$ cat src/rtl/ps2_note_pkg.sv
// ps2_note_pkg: scancodes, note codes and receiver state shared by the PS/2 note decoder
package ps2_note_pkg;
  typedef enum logic [1:0] {IDLE, DATA, PARITY, STOP} rx_state_t;
  localparam logic [7:0] SC_BREAK = 8'hF0;
  localparam logic [7:0] SC_EXT = 8'hE0;
  localparam logic [7:0] SC_A = 8'h1C;
  localparam logic [7:0] SC_B = 8'h32;
  localparam logic [7:0] SC_C = 8'h21;
  localparam logic [7:0] SC_D = 8'h23;
  localparam logic [7:0] SC_E = 8'h24;
  localparam logic [7:0] SC_F = 8'h2B;
  localparam logic [7:0] SC_G = 8'h34;
  localparam logic [2:0] NOTE_OFF = 3'd0;
  localparam logic [2:0] NOTE_A = 3'd1;
  localparam logic [2:0] NOTE_B = 3'd2;
  localparam logic [2:0] NOTE_C = 3'd3;
  localparam logic [2:0] NOTE_D = 3'd4;
  localparam logic [2:0] NOTE_E = 3'd5;
  localparam logic [2:0] NOTE_F = 3'd6;
  localparam logic [2:0] NOTE_G = 3'd7;
  function automatic logic [2:0] key_note(input logic [7:0] sc);
    return sc == SC_A ? NOTE_A :
           sc == SC_B ? NOTE_B :
           sc == SC_C ? NOTE_C :
           sc == SC_D ? NOTE_D :
           sc == SC_E ? NOTE_E :
           sc == SC_F ? NOTE_F :
           sc == SC_G ? NOTE_G : NOTE_OFF;
  endfunction
endpackage

$ cat src/rtl/ps2_rx.sv
// ps2_rx: PS/2 frame receiver with input sync, clock glitch filter, framing FSM and idle timeout
module ps2_rx
  import ps2_note_pkg::*;
#(
  parameter int FILTER_LEN = 8,
  parameter int TIMEOUT_CYC = 50000
) (
  input  logic       clk,
  input  logic       reset,
  input  logic       i_ps2_clk,
  input  logic       i_ps2_data,
  output logic       o_good,
  output logic       o_bad,
  output logic [7:0] o_byte
);
  localparam int FW = $clog2(FILTER_LEN + 1);
  localparam int TW = $clog2(TIMEOUT_CYC + 1);
  logic [1:0] r_clk_s, r_dat_s;
  logic r_filt, r_filt_d;
  logic [FW-1:0] r_fcnt;
  rx_state_t r_state, w_state_n;
  logic [7:0] r_shift, w_shift_n;
  logic [2:0] r_bit, w_bit_n;
  logic r_par, w_par_n;
  logic [TW-1:0] r_to, w_to_n;
  logic w_sample, w_d, w_flip, w_timeout;
  assign w_flip = r_clk_s[1] != r_filt && r_fcnt == FW'(FILTER_LEN - 1);
  assign w_sample = r_filt_d & ~r_filt;
  assign w_d = r_dat_s[1];
  assign w_timeout = r_state != IDLE && !w_sample && r_to == TW'(TIMEOUT_CYC - 1);
  assign o_byte = r_shift;
  always_ff @(posedge clk) begin
    if (reset) begin
      r_clk_s <= 2'b11;
      r_dat_s <= 2'b11;
      r_filt <= 1'b1;
      r_filt_d <= 1'b1;
      r_fcnt <= '0;
      r_state <= IDLE;
      r_shift <= '0;
      r_bit <= '0;
      r_par <= 1'b0;
      r_to <= '0;
    end else begin
      r_clk_s <= {r_clk_s[0], i_ps2_clk};
      r_dat_s <= {r_dat_s[0], i_ps2_data};
      r_fcnt <= (r_clk_s[1] == r_filt || w_flip) ? '0 : r_fcnt + 1'b1;
      r_filt <= w_flip ? r_clk_s[1] : r_filt;
      r_filt_d <= r_filt;
      r_state <= w_state_n;
      r_shift <= w_shift_n;
      r_bit <= w_bit_n;
      r_par <= w_par_n;
      r_to <= w_to_n;
    end
  end
  // r_par accumulates data and parity bits; odd parity means it ends at 1
  always_comb begin
    w_state_n = r_state;
    w_shift_n = r_shift;
    w_bit_n = r_bit;
    w_par_n = r_par;
    o_good = 1'b0;
    o_bad = 1'b0;
    w_to_n = (r_state == IDLE || w_sample) ? '0 : r_to + 1'b1;
    if (w_timeout) begin
      w_state_n = IDLE;
      w_to_n = '0;
      o_bad = 1'b1;
    end else if (w_sample) begin
      case (r_state)
        IDLE: begin
          w_state_n = w_d ? IDLE : DATA;
          w_bit_n = '0;
          w_par_n = 1'b0;
        end
        DATA: begin
          w_shift_n = {w_d, r_shift[7:1]};
          w_par_n = r_par ^ w_d;
          w_bit_n = r_bit + 3'd1;
          w_state_n = r_bit == 3'd7 ? PARITY : DATA;
        end
        PARITY: begin
          w_par_n = r_par ^ w_d;
          w_state_n = STOP;
        end
        default: begin
          o_good = w_d & r_par;
          o_bad = ~(w_d & r_par);
          w_state_n = IDLE;
        end
      endcase
    end
  end
endmodule

$ cat src/rtl/ps2_note_decoder.sv
// ps2_note_decoder: turns PS/2 keyboard scancodes into a 3-bit note code for a tone player
module ps2_note_decoder
  import ps2_note_pkg::*;
#(
  parameter int CLK_HZ = 50000000,
  parameter int FILTER_LEN = 8,
  parameter int TIMEOUT_CYC = CLK_HZ / 1000
) (
  input  logic       clk,
  input  logic       reset,
  input  logic       ps2_clk,
  input  logic       ps2_data,
  output logic [2:0] note,
  output logic       byte_valid,
  output logic [7:0] byte_data,
  output logic       frame_err
);
  logic w_good, w_bad;
  logic [7:0] w_byte;
  logic [2:0] w_key;
  logic r_brk, r_ext;
  assign w_key = key_note(w_byte);
  ps2_rx #(.FILTER_LEN(FILTER_LEN), .TIMEOUT_CYC(TIMEOUT_CYC)) u_rx (
    .clk       (clk),
    .reset     (reset),
    .i_ps2_clk (ps2_clk),
    .i_ps2_data(ps2_data),
    .o_good    (w_good),
    .o_bad     (w_bad),
    .o_byte    (w_byte)
  );
  always_ff @(posedge clk) begin
    if (reset) begin
      note <= NOTE_OFF;
      byte_valid <= 1'b0;
      byte_data <= 8'h00;
      frame_err <= 1'b0;
      r_brk <= 1'b0;
      r_ext <= 1'b0;
    end else begin
      byte_valid <= w_good;
      frame_err <= w_bad;
      if (w_good) begin
        byte_data <= w_byte;
        if (w_byte == SC_BREAK) r_brk <= 1'b1;
        else if (w_byte == SC_EXT) r_ext <= 1'b1;
        else begin
          r_brk <= 1'b0;
          r_ext <= 1'b0;
          // extended keys never touch the note; a break only silences the sounding key
          if (!r_ext) note <= r_brk ? (w_key == note ? NOTE_OFF : note) : (w_key != NOTE_OFF ? w_key : note);
        end
      end
    end
  end
endmodule

$ cat config.mk
export PLATFORM = sky130hd
export DESIGN_NAME = ps2_note_decoder
export DESIGN_NICKNAME = d
export VERILOG_FILES = /design/src/rtl/ps2_note_pkg.sv /design/src/rtl/ps2_rx.sv /design/src/rtl/ps2_note_decoder.sv
export SDC_FILE = /design/constraint.sdc
export NUM_CORES = 1
export LEC_CHECK = 0
export CORE_MARGIN = 8
export CORE_UTILIZATION = 29
export CTS_CLUSTER_SIZE = 24
export DETAILED_ROUTE_END_ITERATION = 8
export DONT_BUFFER_PORTS = 1
export PLACE_DENSITY_LB_ADDON = 0.1
export SETUP_SLACK_MARGIN = 0.1
export SLEW_MARGIN = 20
export SYNTH_ARGS = -nofsm -noshare
export SYNTH_HDL_FRONTEND = slang
export SYNTH_SLANG_ARGS = --single-unit
export TNS_END_PERCENT = 50
$ cat constraint.sdc
create_clock -name clk -period 2.51 [get_ports clk]
set_clock_uncertainty 0.1 [all_clocks]
set_input_delay 0.6275 -clock clk [delete_from_list [all_inputs] [get_ports clk]]
set_output_delay 0.6275 -clock clk [all_outputs]
set_load 0.02 [all_outputs]
==> out/metrics.cfg <==
[floorplan]
die_area_um2 = 11700
ios = 17
core_area_um2 = 8220
die_w_um = 108
rows = 33
chipHeight_um = 108
start_util_pct = 29.9

[route]
top_layer_used = met4
routed-wl-met2_um = 2120
routed_wl_um = 4820
num_vias = 1818
ant_nets = 0
wirelength_met1_um = 2440
drt-initial-drc-count = 60
wl_met3_um = 199
drtPass1Iterations = 4
drc_errors = 0
vias_per_cell = 4.66
wl_per_cell_um = 12.4

[cts]
numCtsBuffers = 5
cts.path.max_buffers = 2
root_buffer = clkbuf_8
clk_latency_ns = 0.31
clock_sinks = 55
htreeDepth = 2
clk_pin_slew_ns = 0.10
cts_hold_buffers = 0
cts_resized = 0
cts_setup_buffers = 0
cts_tree = yes

[setup_path]
cp_num_buf_inv = 0
path_cells = nand3b_1 > a2111oi_2 > o21ai_2 > a311oi_4 > a2bb2oi_2 > o22ai_1
r2r_start = u_rx.o_byte[3]
crit_slowest_cell = dfxtp_1
r2r-end = note[2]
path_max_fanout = 8
worstSetupPathType = flop to flop
rr_worst_depth = 6
r2r_slack_ns = 0.41
path_delay_family = compound AO/OA/AOI/OAI gates
cp.arrival_ns = 2.18
endpoint_kind = flop
cp.required_ns = 2.60
critPathLaunch = u_rx.o_byte[3]
start_kind = flop
worst_path_largest_cell_delay_ns = 0.49

[sta]
worst_pin_slew_ns = 0.542
slew_headroom_pct = 63.6
rsz0062_at_grt = false
whs_ns = 0.301
setup_tns_ns = 0
finalMaxSlewViolations = 0
clock.fmax_ghz = 0.477
period_needed_ns = 2.10
setup_viol_count_final = 0
hold_viol = 0
period_share_pct = 83.5

[synth]
synth-edff-count = 0
postSynthCellCount = 289
synth_cell_types = 47
synth_warnings = 0
async_flop_share_pct = 0
synthFlopType = dfxtp_1
syn_avg_cell_area_um2 = 8.49
seq_area_frac_synth_pct = 44.9
ys_ff_latch = 55
netlist_area_um2 = 2450
synth_fp_nets = 302

[hold_path]
whs_path_depth = 1
hp-start = reset
holdCritPathClass = input pin to flop
hold_path_end = u_rx.o_byte[5]

[power]
power_density_nw_per_um2 = 566
clkPwrFrac_pct = 41.3
p_int_w = 0.00121
seq_power_share_pct = 58.1
switching_share_pct = 19.9
power_frac_comb_pct = 0.5
p_switching_w = 0.000300
vdd_drop_max_uv = 270
p_leak_nw = 0.889

[global_routing]
grt_first_pass_wirelength_um = 8600
grt_pass1_vias = 1798
antenna_found_initial = 0
grt_use_total_pct = 8.94
overflow = 0
grt_max_degree = 36

[finish]
fillers = 889
antenna_cells = 0
final_common_cell = dfxtp_1
final_cell_mix = 55 x dfxtp_1, 44 x nand2_1, 40 x nor2_1
drive_above_1_share_pct = 9.12
synthToLayoutAreaGrowth_pct = 8.51
nets = 297

[placed_design]
gp_congestion = 0.740
detailed_place_hpwl_um = 3430
numPortBuffers = 0

[run_status]
outcome = finished clean

[job]
maxCapViolations = 0

-- routing by layer --
| metal | track usage, % | vias to the layer above |
|---|---|---|
| met5 | 0 | - |
| met2 | 13.6 | 17 |
| met4 | 3.57 | 0 |
| met1 | 11.7 | 831 |
| li1 | - | 965 |
| met3 | 2.38 | 5 |
-- worst max path at each step --
stage | to | slack [ns] | cells after the start
2_1_floorplan | note[2] | 0.60 | 7
3_3_place_gp | note[2] | 0.37 | 7
3_5_place_dp | note[2] | 0.41 | 7
4_1_cts | note[2] | 0.39 | 7
5_1_grt | note[2] | 0.25 | 7
6_report | note[2] | 0.41 | 6
-- flip-flops by register name, indices dropped and copies added, names as in the netlist, 2 cells and up --
| signal | flops |
|---|---|
| u_rx.r_fcnt | 4 |
| u_rx.r_bit | 3 |
| byte_data | 8 |
| u_rx.r_dat_s | 2 |
| u_rx.o_byte | 8 |
| note | 3 |
| u_rx.r_clk_s | 2 |
| u_rx.r_to | 16 |
| u_rx.r_state | 2 |
-- power by group through the flow --
stage                     registers, W   logic [W]  clock network (W)
final                         0.000877  0.00000799           0.000624
after CTS                     0.000877  0.00000822           0.000656
after detailed placement      0.000897  0.00000821                  0
after global placement        0.000897  0.00000810                  0
after floorplan               0.000897   0.0000138                  0
after global routing          0.000878  0.00000927           0.000683
-- through the flow --
stage                     cells  total power, W  util [%]  setup WS (ns)  cell area (µm²)
final                       390         0.00151      32.4          0.414             2660
after global routing        390         0.00157      32.4          0.248             2660
after CTS                   390         0.00154      32.4          0.388             2660
after detailed placement    382        0.000906      30.9          0.407             2540
after global placement      382        0.000906      30.9          0.367             2540
after floorplan             289        0.000911         -          0.598             2450
-- cells by family (layout without fill, tap and decap cells) --
| logic type | after synthesis | after routing | share of synthesized area [%] |
|---|---|---|---|
| simple gates | 136 | 136 | 26.7 |
| flops | 55 | 55 | 44.9 |
| compound gates | 45 | 45 | 13.0 |
| buf+inv | 26 | 22 | 4.38 |
| xor+xnor | 18 | 18 | 6.42 |
| fa+ha+maj | 9 | 9 | 4.59 |
-- final cells by class --
class | instances | area (µm²) | share of cell area [%]
multi-input combinational | 208 | 1250 | 46.8
sequential | 55 | 1100 | 41.3
tap | 105 | 131 | 4.93
clock buffer | 6 | 82.6 | 3.10
inverter | 11 | 41.3 | 1.55
clock inverter | 2 | 38.8 | 1.46
timing repair buffer | 3 | 22.5 | 0.845
-- cells in the mapped netlist, types with 5 or more instances --
master	count	area [µm²]
a21oi_1	21	105
and3_1	6	37.5
buf_2	5	25.0
clkbuf_1	9	33.8
dfxtp_1	55	1100
ha_1	9	113
inv_1	10	37.5
nand2_1	44	165
nand2b_1	5	31.3
nand3_1	9	45.0
nor2_1	40	150
nor3_1	5	25.0
or2_2	5	31.3
xnor2_1	7	61.3
xor2_1	11	96.3
(Power assumes the default switching activity.)
